**src/rtl/sonic_zone_filter.sv**
```systemverilog
// sonic_zone_filter: samples a ranging distance, clamps it, averages the last 4 samples
// and classifies the average into CLEAR/WARN/STOP zones with hysteresis.
module sonic_zone_filter #(
    parameter int SAMPLE_CYCLES = 10_000_000,
    parameter int MAX_CM = 400,
    parameter int STOP_CM = 20,
    parameter int WARN_CM = 50,
    parameter int HYST_CM = 5
) (
    input  logic        clk,
    input  logic        rst,
    input  logic [19:0] distance,
    output logic [19:0] avg_cm,
    output logic        sample_valid,
    output logic [1:0]  zone,
    output logic        stop
);
    localparam int TW = $clog2(SAMPLE_CYCLES);
    localparam logic [1:0] CLEAR = 2'b00;
    localparam logic [1:0] WARN = 2'b01;
    localparam logic [1:0] STOP = 2'b10;
    localparam logic [19:0] MAX = 20'(MAX_CM);
    localparam logic [19:0] STOP_IN = 20'(STOP_CM);
    localparam logic [19:0] WARN_IN = 20'(WARN_CM);
    localparam logic [19:0] STOP_OUT = 20'(STOP_CM + HYST_CM);
    localparam logic [19:0] WARN_OUT = 20'(WARN_CM + HYST_CM);

    logic [19:0] d_q;
    logic [TW-1:0] timer;
    logic tick;
    logic tick_q;
    logic [19:0] clamped;
    logic [19:0] w [4];
    logic [21:0] sum;
    logic [1:0] next_zone;

    assign tick = timer == TW'(SAMPLE_CYCLES - 1);
    // a zero reading means no echo, so it is treated as "far away"
    assign clamped = (d_q == '0 || d_q > MAX) ? MAX : d_q;

    always_comb begin
        next_zone = zone == STOP ? (avg_cm >= WARN_OUT ? CLEAR : avg_cm >= STOP_OUT ? WARN : STOP)
                  : avg_cm < STOP_IN ? STOP
                  : zone == WARN ? (avg_cm >= WARN_OUT ? CLEAR : WARN)
                  : (avg_cm < WARN_IN ? WARN : CLEAR);
    end

    always_ff @(posedge clk) begin
        d_q <= distance;
        if (rst) begin
            timer <= '0;
            tick_q <= 1'b0;
            w <= '{default: MAX};
            sum <= 22'(4 * MAX_CM);
            avg_cm <= MAX;
            sample_valid <= 1'b0;
            zone <= CLEAR;
            stop <= 1'b0;
        end else begin
            timer <= tick ? '0 : timer + TW'(1);
            tick_q <= tick;
            sample_valid <= tick_q;
            if (tick) begin
                w[0] <= clamped;
                w[1] <= w[0];
                w[2] <= w[1];
                w[3] <= w[2];
                sum <= sum + 22'(clamped) - 22'(w[3]);
            end
            if (tick_q)
                avg_cm <= sum[21:2];
            if (sample_valid) begin
                zone <= next_zone;
                stop <= next_zone == STOP;
            end
        end
    end
endmodule

```
**config.mk**
```make
export PLATFORM = sky130hd
export DESIGN_NAME = sonic_zone_filter
export DESIGN_NICKNAME = d
export VERILOG_FILES = /design/src/rtl/sonic_zone_filter.sv
export SDC_FILE = /design/constraint.sdc
export NUM_CORES = 1
export LEC_CHECK = 0
export ABC_AREA = 1
export CAP_MARGIN = 20
export CORE_MARGIN = 3
export CORE_UTILIZATION = 35
export DETAILED_ROUTE_END_ITERATION = 12
export GPL_ROUTABILITY_DRIVEN = 0
export SLEW_MARGIN = 10
export SYNTH_ARGS = -nofsm -noshare
export SYNTH_HDL_FRONTEND = slang
export SYNTH_SLANG_ARGS = --single-unit
```
**constraint.sdc**
```tcl
create_clock -name clk -period 4.16 [get_ports clk]
set_input_delay 0.416 -clock clk [delete_from_list [all_inputs] [get_ports clk]]
set_output_delay 0.416 -clock clk [all_outputs]
set_load 0.02 [all_outputs]
```
-- Word-level counts from Yosys, hierarchy flattened
Index checks and enable logic that the tools add are counted.
- bits in registers: 171
- input port bits: 22
- output and inout bits: 24
- logic and storage cells: 35
- add/sub/neg operators: 3
- order comparisons: 5
- eq/ne operators: 4
- muxes and demuxes: 8
- reduce and logical (&&, ||, !) cells: 3
- operator list (kind ; number):
    $add A24 B1 Y24 const B ; 1
    $eq A24 B24 Y1 const B ; 1
    $add A22 B20 Y22 ; 1
    $sub A22 B20 Y22 ; 1
    $ge A20 B5 Y1 const B ; 1
    $ge A20 B6 Y1 const B ; 1
    $gt A20 B9 Y1 const B ; 1
    $logic_not A20 Y1 ; 1
    $lt A20 B5 Y1 const B ; 1
    $lt A20 B6 Y1 const B ; 1
    $mux W20 ; 1
    $mux W2 ; 4
    $eq A2 B2 Y1 const B ; 2
    $mux W1 ; 3
    $eq A2 B1 Y1 const B ; 1
    $reduce_or A2 Y1 ; 1
    $logic_or A1 B1 Y1 ; 1

-- Depth between registers and ports, before layout
Gate-level depths: netlist (run 1).
- depth after elaboration: 6
- gate-level depth with buffers: 23
- gate-level depth less buffers: 23

-- Worst setup path after synthesis (run 1)
OpenSTA, ideal clock, no wires.
- kind: register to register
- from: register d_q[19]
- to: register sum[11]
- library setup time: 113 ps
- arrival time: 2809 ps
- data required time: 4047 ps
- slack: 1237 ps
- stages on the path, launching flop included: 19
- buffers on the path: 0
- clock period less this slack: 2923 ps
- cells stage by stage: dfxtp_1 nor3_1 nand4_1 a21oi_1 nand2_1 nor2_1 inv_1 fa_1 inv_1 ha_1 or2_2 nand3_1 nand2_1 inv_1 o21bai_1 nand2_1 nand3b_1 nand3_1 nand2_1
- word-level cells in the longest chain between the ends: 5
- elaborated cells on any way between the ends: 6
- those cells by class: add/sub (2); order compare (1); mux (1); reduce/logical (2)
- RTL lines (what ; line ; RTL):
    from (decl) ; 28 ; logic [19:0] d_q;
    from (signal assigned) ; 49 ; d_q <= distance;
    $gt A20 B9 Y1 / $logic_not A20 Y1 (equally long branches) ; 39 ; assign clamped = (d_q == '0 || d_q > MAX) ? MAX : d_q;
    $logic_or A1 B1 Y1 (*) ; 39 ;
    $mux W20 (*) ; 39 ;
    $add A22 B20 Y22 (*) ; 68 ; sum <= sum + 22'(clamped) - 22'(w[3]);
    $sub A22 B20 Y22 (*) ; 68 ;
    to (signal assigned) ; 54 ; sum <= 22'(4 * MAX_CM);
    to (signal assigned) ; 68 ;
    to (decl) ; 34 ; logic [21:0] sum;
Every way passes the cells marked *; elsewhere a longest branch is shown, timed or not.
A chain may end at the register's enable or synchronous reset.

-- Final worst setup path (run 1)
- from: register d_q[17]
- to: register sum[15]
Same word-level chain as after synthesis.

==> results of run 1 <==
[cells by family (layout without fill, tap and decap cells)]
kind of cell    after synthesis  in the layout  share of synthesized area [%]
simple gates                408            408                           22.6
flops                       171            171                           43.3
xor+xnor                     11             11                           1.22
other cells                   1             11                         0.0474
fa+ha+maj                    43             43                           8.70
buf+inv                     224            273                           11.1
compound gates              184            184                           13.1
[worst max-delay path: stages, from the launching register on]
cell	delay (ps)
dfxtp_1	300
nor2_1	90
and2_0	150
nand4_1	110
a21oi_1	130
nand2_1	190
nor2_1	170
inv_1	80
fa_1	530
inv_1	40
ha_1	360
nand2_1	130
inv_1	70
nand3_1	70
nand2_1	120
inv_1	90
o21bai_1	340
nand2_1	140
nand2_1	90
nand2_1	50
nand3_1	60
nand2_1	50
[layout make-up]
class / instances / share of cell area, %
inverters: 196 / 8.02
multi-input cells: 657 / 39.8
well taps: 280 / 3.82
clock buffers: 18 / 4.68
flip-flops and latches: 171 / 37.3
clock inverters: 12 / 1.28
repair buffers: 47 / 5.08
[cells in the mapped netlist, types with 2 or more instances]
| library cell | count |
|---|---|
| nor2_1 | 103 |
| a21oi_1 | 54 |
| a21o_1 | 2 |
| nor4_1 | 2 |
| o21a_1 | 3 |
| or2_2 | 2 |
| nand4_1 | 21 |
| xor2_1 | 5 |
| o22ai_1 | 34 |
| nand3_1 | 34 |
| a22oi_1 | 11 |
| nor3b_1 | 2 |
| dfxtp_1 | 171 |
| o21ai_1 | 5 |
| nor2_2 | 3 |
| clkbuf_1 | 14 |
| nand3b_1 | 2 |
| xnor2_1 | 6 |
| inv_2 | 4 |
| fa_1 | 20 |
| nor3_2 | 3 |
| ha_1 | 23 |
| o21ai_0 | 62 |
| o211ai_1 | 4 |
| nor3_1 | 22 |
| nor4_2 | 2 |
| nor2_4 | 2 |
| nand2_1 | 201 |
| o21bai_1 | 7 |
| inv_1 | 192 |
| buf_4 | 6 |
| buf_2 | 7 |
| nand2_2 | 4 |
[routing by layer]
metal,up-vias,share of wire (%)
met3,17,4.1
met5,-,0
li1,3407,-
met1,2972,49
met4,0,1.3
met2,103,45
[state kept, by name, summed over array words and instances (netlist names)]
signal,flops
avg_cm,20
d_q,20
sample_valid,1
stop,1
sum,22
tick_q,1
timer,24
w,80
zone,2
[cells in the final DEF, fill, tap and decap left out, types with 23 or more instances in the layout]
| cell type | instances |
|---|---|
| nand2_1 | 201 |
| inv_1 | 192 |
| dfxtp_1 | 171 |
| nor2_1 | 103 |
| o21ai_0 | 62 |
| a21oi_1 | 54 |
| clkdlybuf4s50_1 | 45 |
| nand3_1 | 34 |
| o22ai_1 | 34 |
| ha_1 | 23 |
[worst max path at each step]
stage	cells after the start	slack, ps	to	from
4_1_cts	21	700	sum[15]	d_q[17]
2_1_floorplan	18	1240	sum[11]	d_q[19]
3_5_place_dp	21	690	sum[15]	d_q[17]
3_3_place_gp	21	780	sum[15]	d_q[15]
6_report	21	710	sum[15]	d_q[17]
5_1_grt	20	260	sum[15]	d_q[15]
[stage by stage]
step           instance area [um^2]  hold slack [ps]
2_1_floorplan                  7950              417
3_3_place_gp                   8620              424
3_5_place_dp                   8620              427
4_1_cts                        9170              409
5_1_grt                        9170              406
6_report                       9170              430
[report_power, final]
part	switching (mW)	leakage, nW	total, mW	internal [mW]
sequential	0.00585	1.39	1.66	1.65
clock	0.673	0.256	1.50	0.825
combinational	0.106	2.08	0.169	0.0633
==> results.cfg, run 1 <==
[clock_tree]
post_cts_buffers = 0
cts_root_buffer = clkbuf_16
cts_resized = 0
clk_latency_ps = 430
htree_levels = 4
holdBufCountCts = 0
cts_buffer_depth = 2
cts_buffers = 17
cts.sinks = 171
path_clk_slew_ps = 70
cts_tree = yes

[timing]
skew_ps = 10.9
worst_pin_slew_ps = 944
layout_setup_ws_ps = 712
min_period_over_period_pct = 82.9
hold_viol = 0
rsz0062_at_grt = false
period_minus_slack_ps = 3450
fmax_ghz = 0.290
fin_tns_setup_ps = 0
slew_violations = 0
setup_viol = 0
slew_headroom_pct = 37.0

[cells_and_area]
drive_above_1_share_pct = 4.81
multi_input_area_um2 = 3650
syn_to_final_growth_pct = 15.9
fin_cells = 1381
fillers = 2281
final_core_util_pct = 41.6
antennaDiodeCount = 0
num-nets-final = 1155
seq_area_um2 = 3420

[placement]
dpl.cell_count = 1351
io_buffers = 45
pre_cts_ws_ps = 691
hpwlAfterDp_um = 12600

[route]
wirelength_um = 17000
viasPerCell = 4.71
drtAntennaViolNets = 0
wire_per_inst_um = 12.3
drt-initial-drc-count = 355
vias = 6499
dr.pass1.iters = 5
drc = 0

[logic_synthesis]
synthArstFlopShare_pct = 0
synth_flop_cell = dfxtp_1
synth_area_leaders = dfxtp_1 (43%), nand2_1 (9.5%), inv_1 (9.1%), fa_1 (5.1%), nor2_1 (4.9%)
seq_area_frac_synth_pct = 43.3
ys_ff_latch = 171
synth_top_cell_by_area = dfxtp_1
ys_warn_count = 0
synth-edff-count = 0
avgSynthCellArea_um2 = 7.59
synth_cells = 1042
synth_top_cell_area_share_pct = 43.3
synth_cell_types = 42
syn-cell-area_um2 = 7910

[power]
power_density_nw_per_um2 = 362
cellLeakagePower_nw = 3.72
finalPower_mw = 3.32
vdd_ir_drop_max_mv = 0.312

[floorplanning]
fp.dieW_um = 156
initial_core_util_pct = 35.9
die_area_um2 = 24400
num_rows = 54
pin_count = 46
chipHeight_um = 156
core_area_um2 = 22000

[setup_path]
r2r_start = d_q[17]
criticalPathCategory = reg2reg
crit_path_end_kind = flip-flop
critPathRequiredTime_ps = 4490
reg2reg_slack_ps = 710
cp-start-kind = flip-flop
worstPathArrival_ps = 3780
worstReg2RegEnd = sum[15]
worstRegToRegCells = 21
cp_max_fo = 9

[grt]
grt_util_met2_pct = 23.8
grt_overflow = 0
grt_antenna_before_repair = 0
busiest_layer = met2
grt_util_met3_pct = 3.90
grt_pass1_vias = 6192
grt_use_total_pct = 14.7
grt_pass1_wl_um = 29000
grt_use_met1_pct = 19.6
grt_max_degree = 76

[worst_hold_path]
hold_depth = 1
hold-path-endpoint = d_q[7]
min_from = distance[7]
hold_class = in2reg

[status]
status = complete, no violations

[run]
cap_violations = 0
(Power assumes the default switching activity.)
==> run 2: changes to the inputs <==
clock period = 3.3 ns   (was 4.16 ns; I/O delays follow)
==> run 2 against run 1 <==
Against the previous run:
- clock skew shrank 1.2 ps
- worst setup slack lost 500 ps
- sequential share of layout area shrank 1.4 points
- worst hold slack lost 92 ps
- die area is the same
- design area grew 4.0%
- count of clock-buffer cells in the layout grew 2
- final cell count grew 1.6%
- largest power group unchanged
- critical path type unchanged
==> results.cfg, run 2 (synthesis gave the netlist of run 1 again) <==
[setup_path]
crit_family = simple AND/OR/NAND/NOR gates
worstPathArrival_ps = 3380
critPathLaunch = d_q[17]
path_depth = 14
crit_chain = nor2_1, and2_1, nand4_1, a21oi_2, nand2_2, nor2_2, fa_1, ha_1, a21oi_1, o21ai_2, nor2_1, buf_4, xor2_1, a22oi_1
crit_slowest_cell = fa_1
worstRegToRegCells = 14
crit_path_end_kind = flip-flop
criticalPathCategory = reg2reg
cp-start-kind = flip-flop
cp_max_fo = 4
crit_buf_inv = 1
r2r_start = d_q[17]
critical_path.max_stage_delay_ps = 430
critPathRequiredTime_ps = 3590
crit_top_cell = nor2_1

[cells_and_area]
final_core_util_pct = 43.3
regMostFlops = w
largest_reg_flops = 80
antennaDiodeCount = 0
fin_cells = 1403
top_regs = w x80, timer x24, sum x22
mostFrequentLayoutCells = nand2_1 (194), inv_1 (190), dfxtp_1 (171), nor2_1 (91), o21ai_0 (55)
num-nets-final = 1175
syn_to_final_growth_pct = 20.5
drive_above_1_share_pct = 9.80
final_common_cell = nand2_1

[worst_hold_path]
min_from = distance[8]
hold_depth = 1
hold_class = in2reg

[run]
cap_violations = 0

[power]
power_density_nw_per_um2 = 451
finalPower_mw = 4.30
cellLeakagePower_nw = 3.86
vdd_ir_drop_max_mv = 0.295

[timing]
worst_pin_slew_ps = 826
holdWs_ps = 337
min_period_over_period_pct = 93.5
setup_viol = 0
layout_setup_ws_ps = 213
hold_viol = 0
slew_headroom_pct = 44.9
period_minus_slack_ps = 3090
rsz0062_at_grt = true
skew_ps = 9.68
slew_violations = 0
fmax_ghz = 0.324

[floorplanning]
initial_core_util_pct = 35.9
chipHeight_um = 156
die_area_um2 = 24400
fp.dieW_um = 156
core_area_um2 = 22000
pin_count = 46
num_rows = 54

[placement]
io_buffers = 45
dpl.cell_count = 1365
hpwlAfterDp_um = 13100
pre_cts_ws_ps = -86.2

[clock_tree]
cts.sinks = 171
cts_buffers = 17
clk_latency_ps = 430
cts_buffer_depth = 2
path_clk_slew_ps = 60
cts_tree = yes
htree_levels = 4
cts_root_buffer = clkbuf_16

[grt]
grt_util_met2_pct = 24.2
grt_overflow = 0
grt_antenna_before_repair = 0
grt_util_met3_pct = 2.77
busiest_layer = met2
grt_pass1_vias = 6337
grt_max_degree = 44
grt_use_met1_pct = 19.8
grt_pass1_wl_um = 29800
grt_use_total_pct = 14.9

[route]
viasPerCell = 4.76
dr.pass1.iters = 5
drt-initial-drc-count = 517
wirelength_um = 17600
vias = 6674
drtAntennaViolNets = 0
drc = 0
wire_per_inst_um = 12.5

[status]
status = complete, no violations
-- run 2: area by class of cell --
| type | count | area [um^2] |
|---|---|---|
| sequential | 171 | 3420 |
| inverter | 196 | 736 |
| clock buffer | 20 | 447 |
| clock inverter | 12 | 139 |
| multi-input combinational | 658 | 3830 |
| fill | 2218 | 12500 |
| tap | 280 | 350 |
| timing repair buffer | 66 | 608 |
-- run 2: per-layer routing --
| layer | wire, um | share of wire (%) |
|---|---|---|
| met2 | 8010 | 46 |
| met1 | 8490 | 48 |
| met4 | 386 | 2.2 |
| met3 | 696 | 4.0 |
| met5 | 0 | 0 |
-- run 2: per-stage QoR --
stage	instance area, um^2	TNS (ps)
floorplan	7950	0
global placement	8730	-43.2
detailed placement	8730	-124
CTS	9320	0
global route	9530	-532
finish	9530	0
-- run 2: final timing paths --
check / to / slack (ps)
setup reg to reg: sum[6] / 210
hold / removal: d_q[8] / 340
setup / recovery: sum[6] / 210
hold reg to reg: w[70] / 430
-- run 2: what timing repair did --
item,in CTS,in global routing
pin swaps,0,16
hold endpoints to repair,0,0
hold buffers,0,0
buffers inserted,0,5
gates cloned,0,1
gates resized for setup,2,50
setup endpoints to repair,3,17
-- run 2: where the power goes --
group | switching (mW) | internal, mW
clock | 0.839 | 1.14
combinational | 0.139 | 0.0861
sequential | 0.00805 | 2.08
total | 0.986 | 3.31
